File: config.mk
export PLATFORM = sky130hd
export DESIGN_NAME = hazard_detect
export DESIGN_NICKNAME = d
export VERILOG_FILES = /design/src/rtl/hazard_detect_pkg.sv /design/src/rtl/hazard_detect_src_match.sv /design/src/rtl/hazard_detect.sv
export SDC_FILE = /design/constraint.sdc
export NUM_CORES = 1
export LEC_CHECK = 0
export CAP_MARGIN = 20
export CORE_UTILIZATION = 44
export DETAILED_ROUTE_END_ITERATION = 10
export PLACE_DENSITY = 0.78
export SYNTH_ARGS = -nofsm -noshare
export SYNTH_HDL_FRONTEND = slang
export SYNTH_SLANG_ARGS = --single-unit
export TNS_END_PERCENT = 20
File: constraint.sdc
create_clock -name clk -period 2.6 [get_ports clk]
set_clock_uncertainty 0.1 [all_clocks]
set_input_delay 0.39 -clock clk [delete_from_list [all_inputs] [get_ports clk]]
set_output_delay 0.39 -clock clk [all_outputs]
set_load 0.02 [all_outputs]
File: src/rtl/hazard_detect_pkg.sv
// Shared defines for the ID-stage hazard detector: RV32 major opcodes,
// forwarding codes, FSM state type and opcode-class decode helpers.
package hazard_detect_pkg;

    localparam logic [6:0] OPC_LOAD   = 7'b0000011;
    localparam logic [6:0] OPC_STORE  = 7'b0100011;
    localparam logic [6:0] OPC_BRANCH = 7'b1100011;
    localparam logic [6:0] OPC_JAL    = 7'b1101111;
    localparam logic [6:0] OPC_JALR   = 7'b1100111;
    localparam logic [6:0] OPC_OP     = 7'b0110011;
    localparam logic [6:0] OPC_OP_IMM = 7'b0010011;
    localparam logic [6:0] OPC_LUI    = 7'b0110111;
    localparam logic [6:0] OPC_AUIPC  = 7'b0010111;

    // Forwarding codes seen by the EX stage
    localparam logic [2:0] FWD_NONE    = 3'd0;
    localparam logic [2:0] FWD_EX_RS1  = 3'd1;
    localparam logic [2:0] FWD_EX_RS2  = 3'd2;
    localparam logic [2:0] FWD_MEM_RS1 = 3'd3;
    localparam logic [2:0] FWD_MEM_RS2 = 3'd4;

    typedef enum logic {
        ST_IDLE  = 1'b0,
        ST_STALL = 1'b1
    } hz_state_t;

    function automatic logic op_uses_rs1(input logic [6:0] op);
        return (op == OPC_JALR) || (op == OPC_LOAD) || (op == OPC_OP_IMM) ||
               (op == OPC_BRANCH) || (op == OPC_STORE) || (op == OPC_OP);
    endfunction

    function automatic logic op_uses_rs2(input logic [6:0] op);
        return (op == OPC_BRANCH) || (op == OPC_STORE) || (op == OPC_OP);
    endfunction

    // Branches and stores are the only classes without a destination
    function automatic logic op_writes_rd(input logic [6:0] op);
        return (op != OPC_BRANCH) && (op != OPC_STORE);
    endfunction

endpackage

File: src/rtl/hazard_detect_src_match.sv
// Source-vs-destination comparator for one tracking slot. Produces BASE when
// rs1 matches, BASE+1 when only rs2 matches, FWD_NONE otherwise. x0 never
// matches because it is never a real producer.
module src_match
    import hazard_detect_pkg::*;
#(
    parameter int         REG_AW = 5,
    parameter logic [2:0] BASE   = FWD_EX_RS1
) (
    input  logic [REG_AW-1:0] rs1,
    input  logic [REG_AW-1:0] rs2,
    input  logic              use1,
    input  logic              use2,
    input  logic [REG_AW-1:0] rd,
    input  logic              wen,
    output logic [2:0]        code
);

    // rs1 takes priority over rs2 when both hit the same producer
    always_comb begin
        code = FWD_NONE;
        if (wen && (rd != '0)) begin
            if (use1 && (rs1 == rd)) begin
                code = BASE;
            end else if (use2 && (rs2 == rd)) begin
                code = BASE + 3'd1;
            end
        end
    end

endmodule

File: src/rtl/hazard_detect.sv
// ID-stage hazard detector: tracks the destinations of the instructions in
// EX and MEM, produces registered forwarding codes for EX, a one-cycle
// load-use stall and the redirect flush.
// Optional feature: define HAZARD_PERF_CNT_EN to add the saturating
// stall_cnt performance counter port.
module hazard_detect
    import hazard_detect_pkg::*;
#(
    parameter int REG_AW = 5,
    parameter int CNT_W  = 16
) (
    input  logic              clk,
    input  logic              rst_n,
    input  logic              id_valid,
    input  logic [6:0]        id_op,
    input  logic [REG_AW-1:0] id_rs1,
    input  logic [REG_AW-1:0] id_rs2,
    input  logic [REG_AW-1:0] id_rd,
    input  logic              ex_redirect,
    output logic              stall,
    output logic              flush,
    output logic              is_hazard1,
    output logic              is_hazard2,
    output logic [2:0]        hazard_reg1,
    output logic [2:0]        hazard_reg2
`ifdef HAZARD_PERF_CNT_EN
    ,
    output logic [CNT_W-1:0]  stall_cnt
`endif
);

    logic              use1;
    logic              use2;
    logic              wr_rd;
    logic              is_ld;
    logic [REG_AW-1:0] ex_rd;
    logic              ex_wen;
    logic              ex_load;
    logic [REG_AW-1:0] mem_rd;
    logic              mem_wen;
    logic              mem_load;
    logic [2:0]        code_ex;
    logic [2:0]        code_mem;
    logic              load_use;
    logic              bubble;
    hz_state_t         state;
    hz_state_t         state_nxt;

    // Opcode-class decode of the ID instruction
    always_comb begin
        use1  = op_uses_rs1(id_op);
        use2  = op_uses_rs2(id_op);
        wr_rd = op_writes_rd(id_op) && (id_rd != '0);
        is_ld = (id_op == OPC_LOAD);
    end

    src_match #(.REG_AW(REG_AW), .BASE(FWD_EX_RS1)) u_match_ex (
        .rs1  (id_rs1),
        .rs2  (id_rs2),
        .use1 (use1),
        .use2 (use2),
        .rd   (ex_rd),
        .wen  (ex_wen),
        .code (code_ex)
    );

    src_match #(.REG_AW(REG_AW), .BASE(FWD_MEM_RS1)) u_match_mem (
        .rs1  (id_rs1),
        .rs2  (id_rs2),
        .use1 (use1),
        .use2 (use2),
        .rd   (mem_rd),
        .wen  (mem_wen),
        .code (code_mem)
    );

    // A load in EX cannot forward yet; any used source matching it must wait
    assign load_use = id_valid && ex_load && (code_ex != FWD_NONE);
    assign flush    = ex_redirect;
    assign bubble   = stall || ex_redirect || !id_valid;

    // FSM state register
    always_ff @(posedge clk or negedge rst_n) begin
        if (!rst_n) begin
            state <= ST_IDLE;
        end else begin
            state <= state_nxt;
        end
    end

    // FSM next state: a stall always lasts exactly one cycle
    always_comb begin
        state_nxt = ST_IDLE;
        case (state)
            ST_IDLE:  state_nxt = (load_use && !ex_redirect) ? ST_STALL : ST_IDLE;
            ST_STALL: state_nxt = ST_IDLE;
            default:  state_nxt = ST_IDLE;
        endcase
    end

    // FSM outputs: redirect overrides the stall
    always_comb begin
        stall = 1'b0;
        if (state == ST_IDLE) begin
            stall = load_use && !ex_redirect;
        end
    end

    // EX/MEM tracking slots; EX takes a bubble when ID does not advance
    always_ff @(posedge clk or negedge rst_n) begin
        if (!rst_n) begin
            ex_rd    <= '0;
            ex_wen   <= 1'b0;
            ex_load  <= 1'b0;
            mem_rd   <= '0;
            mem_wen  <= 1'b0;
            mem_load <= 1'b0;
        end else begin
            mem_rd   <= ex_rd;
            mem_wen  <= ex_wen;
            mem_load <= ex_load;
            if (bubble) begin
                ex_rd   <= '0;
                ex_wen  <= 1'b0;
                ex_load <= 1'b0;
            end else begin
                ex_rd   <= id_rd;
                ex_wen  <= wr_rd;
                ex_load <= is_ld;
            end
        end
    end

    // Forwarding codes travel into EX together with the instruction
    always_ff @(posedge clk or negedge rst_n) begin
        if (!rst_n) begin
            hazard_reg1 <= FWD_NONE;
            hazard_reg2 <= FWD_NONE;
            is_hazard1  <= 1'b0;
            is_hazard2  <= 1'b0;
        end else if (bubble) begin
            hazard_reg1 <= FWD_NONE;
            hazard_reg2 <= FWD_NONE;
            is_hazard1  <= 1'b0;
            is_hazard2  <= 1'b0;
        end else begin
            hazard_reg1 <= code_ex;
            hazard_reg2 <= code_mem;
            is_hazard1  <= (code_ex != FWD_NONE);
            is_hazard2  <= (code_mem != FWD_NONE);
        end
    end

`ifdef HAZARD_PERF_CNT_EN
    // Saturating count of load-use stall cycles
    always_ff @(posedge clk or negedge rst_n) begin
        if (!rst_n) begin
            stall_cnt <= '0;
        end else if (stall && (stall_cnt != '1)) begin
            stall_cnt <= stall_cnt + 1'b1;
        end
    end
`else
    logic [CNT_W-1:0] unused_cnt_w;
    assign unused_cnt_w = '0;
`endif

endmodule

# After elaboration in Yosys (flattened, before gate mapping)
# Index checks and enable logic that the tools add are counted.
[totals] regBits=22 latchBits=0 ram_bits=0 rom_bits=0 in_bits=26 out_inout_bits=10 wordCells=66 mem_count=0
[classes] add_sub_neg=0 multipliers=0 n_div=0 n_lt_le_gt_ge=0 n_eq_ne=12 shifts=0 mux=16 n_bitwise=1 n_reduce_logical=27
[ops] cell="$mux W3" count=7
[ops] cell="$eq A5 B5 Y1" count=4
[ops] cell="$reduce_bool A5 Y1" count=3
[ops] cell="$eq A7 B6 Y1 const B" count=2
[ops] cell="$eq A7 B7 Y1 const B" count=2
[ops] cell="$logic_and A1 B1 Y1" count=11
[ops] cell="$logic_or A1 B1 Y1" count=9
[ops] cell="$eq A7 B2 Y1 const B" count=1
[ops] cell="$eq A7 B5 Y1 const B" count=1
[ops] cell="$ne A7 B6 Y1 const B" count=1
[ops] cell="$ne A7 B7 Y1 const B" count=1
[ops] cell="$mux W1" count=6
[ops] cell="$reduce_bool A3 Y1" count=2
[ops] cell="$mux W5" count=1
[ops] cell="$logic_not A1 Y1" count=2
[ops] cell="$mux W2" count=1
[ops] cell="$pmux W1 S2" count=1
[ops] cell="$not A1 Y1" count=1

# Longest topological paths before layout
[logic_depth] depth_word=16 mapped_depth=6 ltp_nobuf=5

# Cells and area by module
# Synthesis repeated with hierarchy kept, for this count alone.
[hier_totals] hier_cells=96 hier_area_um2=1099.8
[modules_own_cells] module="hazard_detect" instances=1 cells_each=57 area_each_um2=788.3 seq_area_each_um2=550.5
[modules_own_cells] module="src_match (u_match_ex)" instances=1 cells_each=20 area_each_um2=157.7 seq_area_each_um2=0.0
[modules_own_cells] module="src_match (u_match_mem)" instances=1 cells_each=19 area_each_um2=153.9 seq_area_each_um2=0.0

# Least setup slack after synthesis
# OpenSTA, ideal clock, no wires.
[synth_path] path_type="input to output" start="in id_op[6]" end="out stall" arrival_time_ns=1.587 t_required_ns=2.110 path_slack_ns=0.523 path_stages=5 n_path_buf=1 path_cell_list="or2_0 -> a211o_1 -> nor3_1 -> o211a_1 -> buf_2"
[synth_via] elab_chain_len=13 elab_cells_between_ends=22 classes_between="eq/ne: 6; mux: 4; reduce/logical: 12"
[synth_rtl] element="from (decl)" line_no="hazard_detect.sv:15" rtl="input logic [6:0] id_op,"
[synth_rtl] element="$eq A7 B7 Y1 / $eq A7 B2 Y1 (equally long branches)" line_no="hazard_detect_pkg.sv:28" rtl="return (op == OPC_JALR) || (op == OPC_LOAD) || (op == OPC_OP_IMM) ||"
[synth_rtl] element="$logic_or A1 B1 Y1 (3 in series)" line_no="hazard_detect_pkg.sv:28"
[synth_rtl] element="$logic_or A1 B1 Y1 (2 in series)" line_no="hazard_detect_pkg.sv:29" rtl="(op == OPC_BRANCH) || (op == OPC_STORE) || (op == OPC_OP);"
[synth_rtl] element="$logic_and A1 B1 Y1" line_no="hazard_detect_src_match.sv:23" rtl="if (use1 && (rs1 == rd)) begin"
[synth_rtl] element="$mux W3 *" line_no="hazard_detect_src_match.sv:23"
[synth_rtl] element="$mux W3 *" line_no="hazard_detect_src_match.sv:22" rtl="if (wen && (rd != '0)) begin"
[synth_rtl] element="$reduce_bool A3 Y1 *" line_no="hazard_detect.sv:78" rtl="assign load_use = id_valid && ex_load && (code_ex != FWD_NONE);"
[synth_rtl] element="$logic_and A1 B1 Y1 *" line_no="hazard_detect.sv:78"
[synth_rtl] element="$logic_and A1 B1 Y1 *" line_no="hazard_detect.sv:105" rtl="stall = load_use && !ex_redirect;"
[synth_rtl] element="$mux W1 *" line_no="hazard_detect.sv:104" rtl="if (state == ST_IDLE) begin"
[synth_rtl] element="to (decl)" line_no="hazard_detect.sv:20" rtl="output logic stall,"
# Mark *: on every way between the ends. The rest lies on a longest branch, timed or not.

# Worst setup path in the final report
# Ends and elaborated chain as after synthesis.

==> summary.txt <==
Logic synthesis
  • EDFF count, synth: 0
  • Share of synthesized registers carrying an async set or reset: 100.0%
  • Synth top cells by count: dfrtp_1 (20), xnor2_1 (14), nor2_1 (13)
  • Count of different cell masters after synthesis: 31
  • Largest area contributor in the netlist: dfrtp_1
  • Synth area leaders: dfrtp_1 (48%), xnor2_1 (12%), xor2_1 (5.0%), nor2_1 (4.7%), nand2_1 (3.9%)
  • Synthesized Nets: 130
  • Yosys warns: 0
  • Synth Instances: 104
  • Most frequent cell after synthesis: dfrtp_1
  • Ys flop type: dfrtp_1
  • Mapped cell area: 1047 um2
  • Synthesized flop and latch total: 20
  • Mapped Avg Cell Area: 10.07 um2
  • Post-synth top area share: 47.79%
  • Sequential element share of the synthesized area: 47.79%

Global routing
  • Largest net degree at the start of global routing: 12
  • Total Routing Usage GR: 22.51%
  • Initial antenna violation count: 0
  • Vias in the first global route: 1,018
  • Total gr overflow: 0
  • First-pass GRT wire length: 4209 um

Clock tree
  • CTS sink count: 20
  • Bufs on Longest Clock Path: 2
  • H-tree Lvls: 1
  • Num CTS Buffers: 3
  • CTS tree: built
  • CTS Hold Bufs: 0
  • Worst skew pair latency: 300 ps
  • CTS root buffer: clkbuf_4
  • Clk slew on worst S/H paths: 110 ps

Floorplan
  • DIE WIDTH: 50.79 um
  • Core box area: 2233 um2
  • Num ports: 36
  • Site Rows: 17
  • Starting Density: 46.89%
  • Area of the die: 2579 um2
  • Die height: 50.79 um

Power and ir drop
  • Final Power: 0.0006347 W
  • Worst VDD drop: 0.2786 mV
  • Combinational Power Share: 20.2%
  • Flop pwr share: 51.7%
  • Sw Pwr: 0.0001531 W
  • Leakage: 0.7015 nW
  • Switch share: 24.13%
  • Pwr dens: 400.7 nW/um2
  • Internal power: 0.0004816 W
  • Clk pwr share: 28.1%

Flow run
  • Number of max-cap violations: 0

Critical path
  • CP top delay family: buffers and inverters
  • CP required: 2110 ps
  • Critical Path AT: 2050 ps
  • Worst Setup Start Kind: primary input
  • Max FO, Critical Path: 3
  • Worst Setup End Kind: output port
  • CP Buf/Inv Count: 2
  • Critical path cell sequence: clkdlybuf4s50_1, or2_0, a211o_1, nor3_2, o211a_1, clkdlybuf4s15_2
  • CP max stage delay: 460 ps
  • CP Class: in2out
  • Slowest CP cell: clkdlybuf4s50_1

Timing
  • Fmax: 394.0 MHz
  • Final Critical Period: 2538 ps
  • Fin crit share: 97.61%
  • Final setup vio count: 0
  • RSZ-0062 raised after global routing: false
  • Slew of the pin with the lowest slew margin: 496.2 ps
  • Hold Vio Cnt, Final: 0
  • Hold_ws: 308.8 ps
  • Worst setup margin: 62.05 ps
  • Setup_tns: 0 ps
  • Normalized max-slew margin: 66.82%
  • Max-slew violations: 0

Drt
  • Vias/cell: 5.319
  • DR WL/cell: 13.49 um
  • Starting DRT DRC Count: 21
  • Post-Route WL: 2496 um
  • TritonRoute pass-1 iters: 4
  • Post-route antenna net violation count: 0
  • # DRC: 0
  • Vias: 984

Layout
  • FF/Latch Area: 500.5 um2
  • Final net count: 184
  • Diode count: 0
  • Multi-input logic area: 513.0 um2
  • FILL cells: 169
  • Post-Layout Cell Count: 185
  • Layout area overhead: 51.25%
  • Share of cells above drive strength 1: 18.47%

Placement
  • Port bufs: 34
  • Worst slack at placement: -397.0 ps
  • Placed Cells: 181
  • DP HPWL: 2121 um
  • Routability cong.: 0.8066

Min path
  • Worst Hold Class: in2async

Run status
  • Status: completed
layer usage:
layer / global-route usage (%) / routed length, um
met3: 3.333 / 95
met1: 23.22 / 982
met4: 12.04 / 63
met2: 42.89 / 1354
met5: 0 / 0
worst register-to-register path, stage by stage (launching register included):
cell and delay [ps]:
dfrtp_1 460, or4_4 540, o21a_1 240, nor4b_4 160
a211o_1 330, a21oi_1 130
power by group through the flow:
stage / clock network (W) / logic (W) / registers, W
global route: 0.000194 / 0.000139 / 0.000329
global placement: 0 / 0.000123 / 0.000333
detailed placement: 0 / 0.000128 / 0.000334
floorplan: 0 / 0.0000483 / 0.000331
finish: 0.000179 / 0.000128 / 0.000328
CTS: 0.000184 / 0.000129 / 0.000328
layout make-up:
| class | count | share of cell area [%] |
|---|---|---|
| multi-input cells | 77 | 32.39 |
| flip-flops and latches | 20 | 31.60 |
| repair buffers | 54 | 31.04 |
| clock buffers | 4 | 2.291 |
| well taps | 28 | 2.212 |
| inverters | 2 | 0.4739 |
sequential cells by signal (all words and copies together), names as in the netlist:
register,cells
state,1
is_hazard1,1
mem_rd,5
ex_wen,1
mem_wen,1
hazard_reg1,2
hazard_reg2,2
ex_rd,5
is_hazard2,1
ex_load,1
final timing paths:
path,startpoint,end,slack (ps),cells past startpoint
worst max-delay path,id_op[6],stall,60,6
worst min-delay path,rst_n,mem_rd[4],310,1
worst max register to register,ex_rd[2],is_hazard2,570,5
worst min register to register,ex_wen,mem_wen,310,0
max in group asynchronous,rst_n,ex_load,1570,2
min in group clk,ex_wen,mem_wen,310,0
stage by stage:
stage	instance area [um2]	utilization [%]
3_3_place_gp	1541	69.02
5_1_grt	1584	70.92
2_1_floorplan	1047	-
4_1_cts	1584	70.92
3_5_place_dp	1541	69.02
6_report	1584	70.92
logic make-up after synthesis:
group,count (synthesis),synth area share (%)
AOI/OAI and AO/OA,10,7.049
xor gates and xnor gates,20,16.73
buffers and inverters,7,3.703
DFF,20,47.79
other,1,0.3581
and+or+nand+nor,46,24.37
cell usage in the layout (no fill, tap or decap), types with 2 or more instances in the layout:
master and instances:
nand3_1 4, nand2_1 11, xor2_1 6, o211ai_1 2
a211o_1 2, buf_4 20, inv_1 2, clkbuf_4 3
nor2_1 13, a21oi_1 2, clkdlybuf4s50_1 33, or4_1 2
nor4_1 3, xnor2_1 14, nor3_1 2, dfrtp_1 20
timing repair:
item | CTS | global route
pin swaps | 0 | 1
buffers inserted | 0 | 0
setup endpoints to repair | 1 | 1
resized for setup | 4 | 0
No activity file was read; power rests on OpenSTA's default activity.
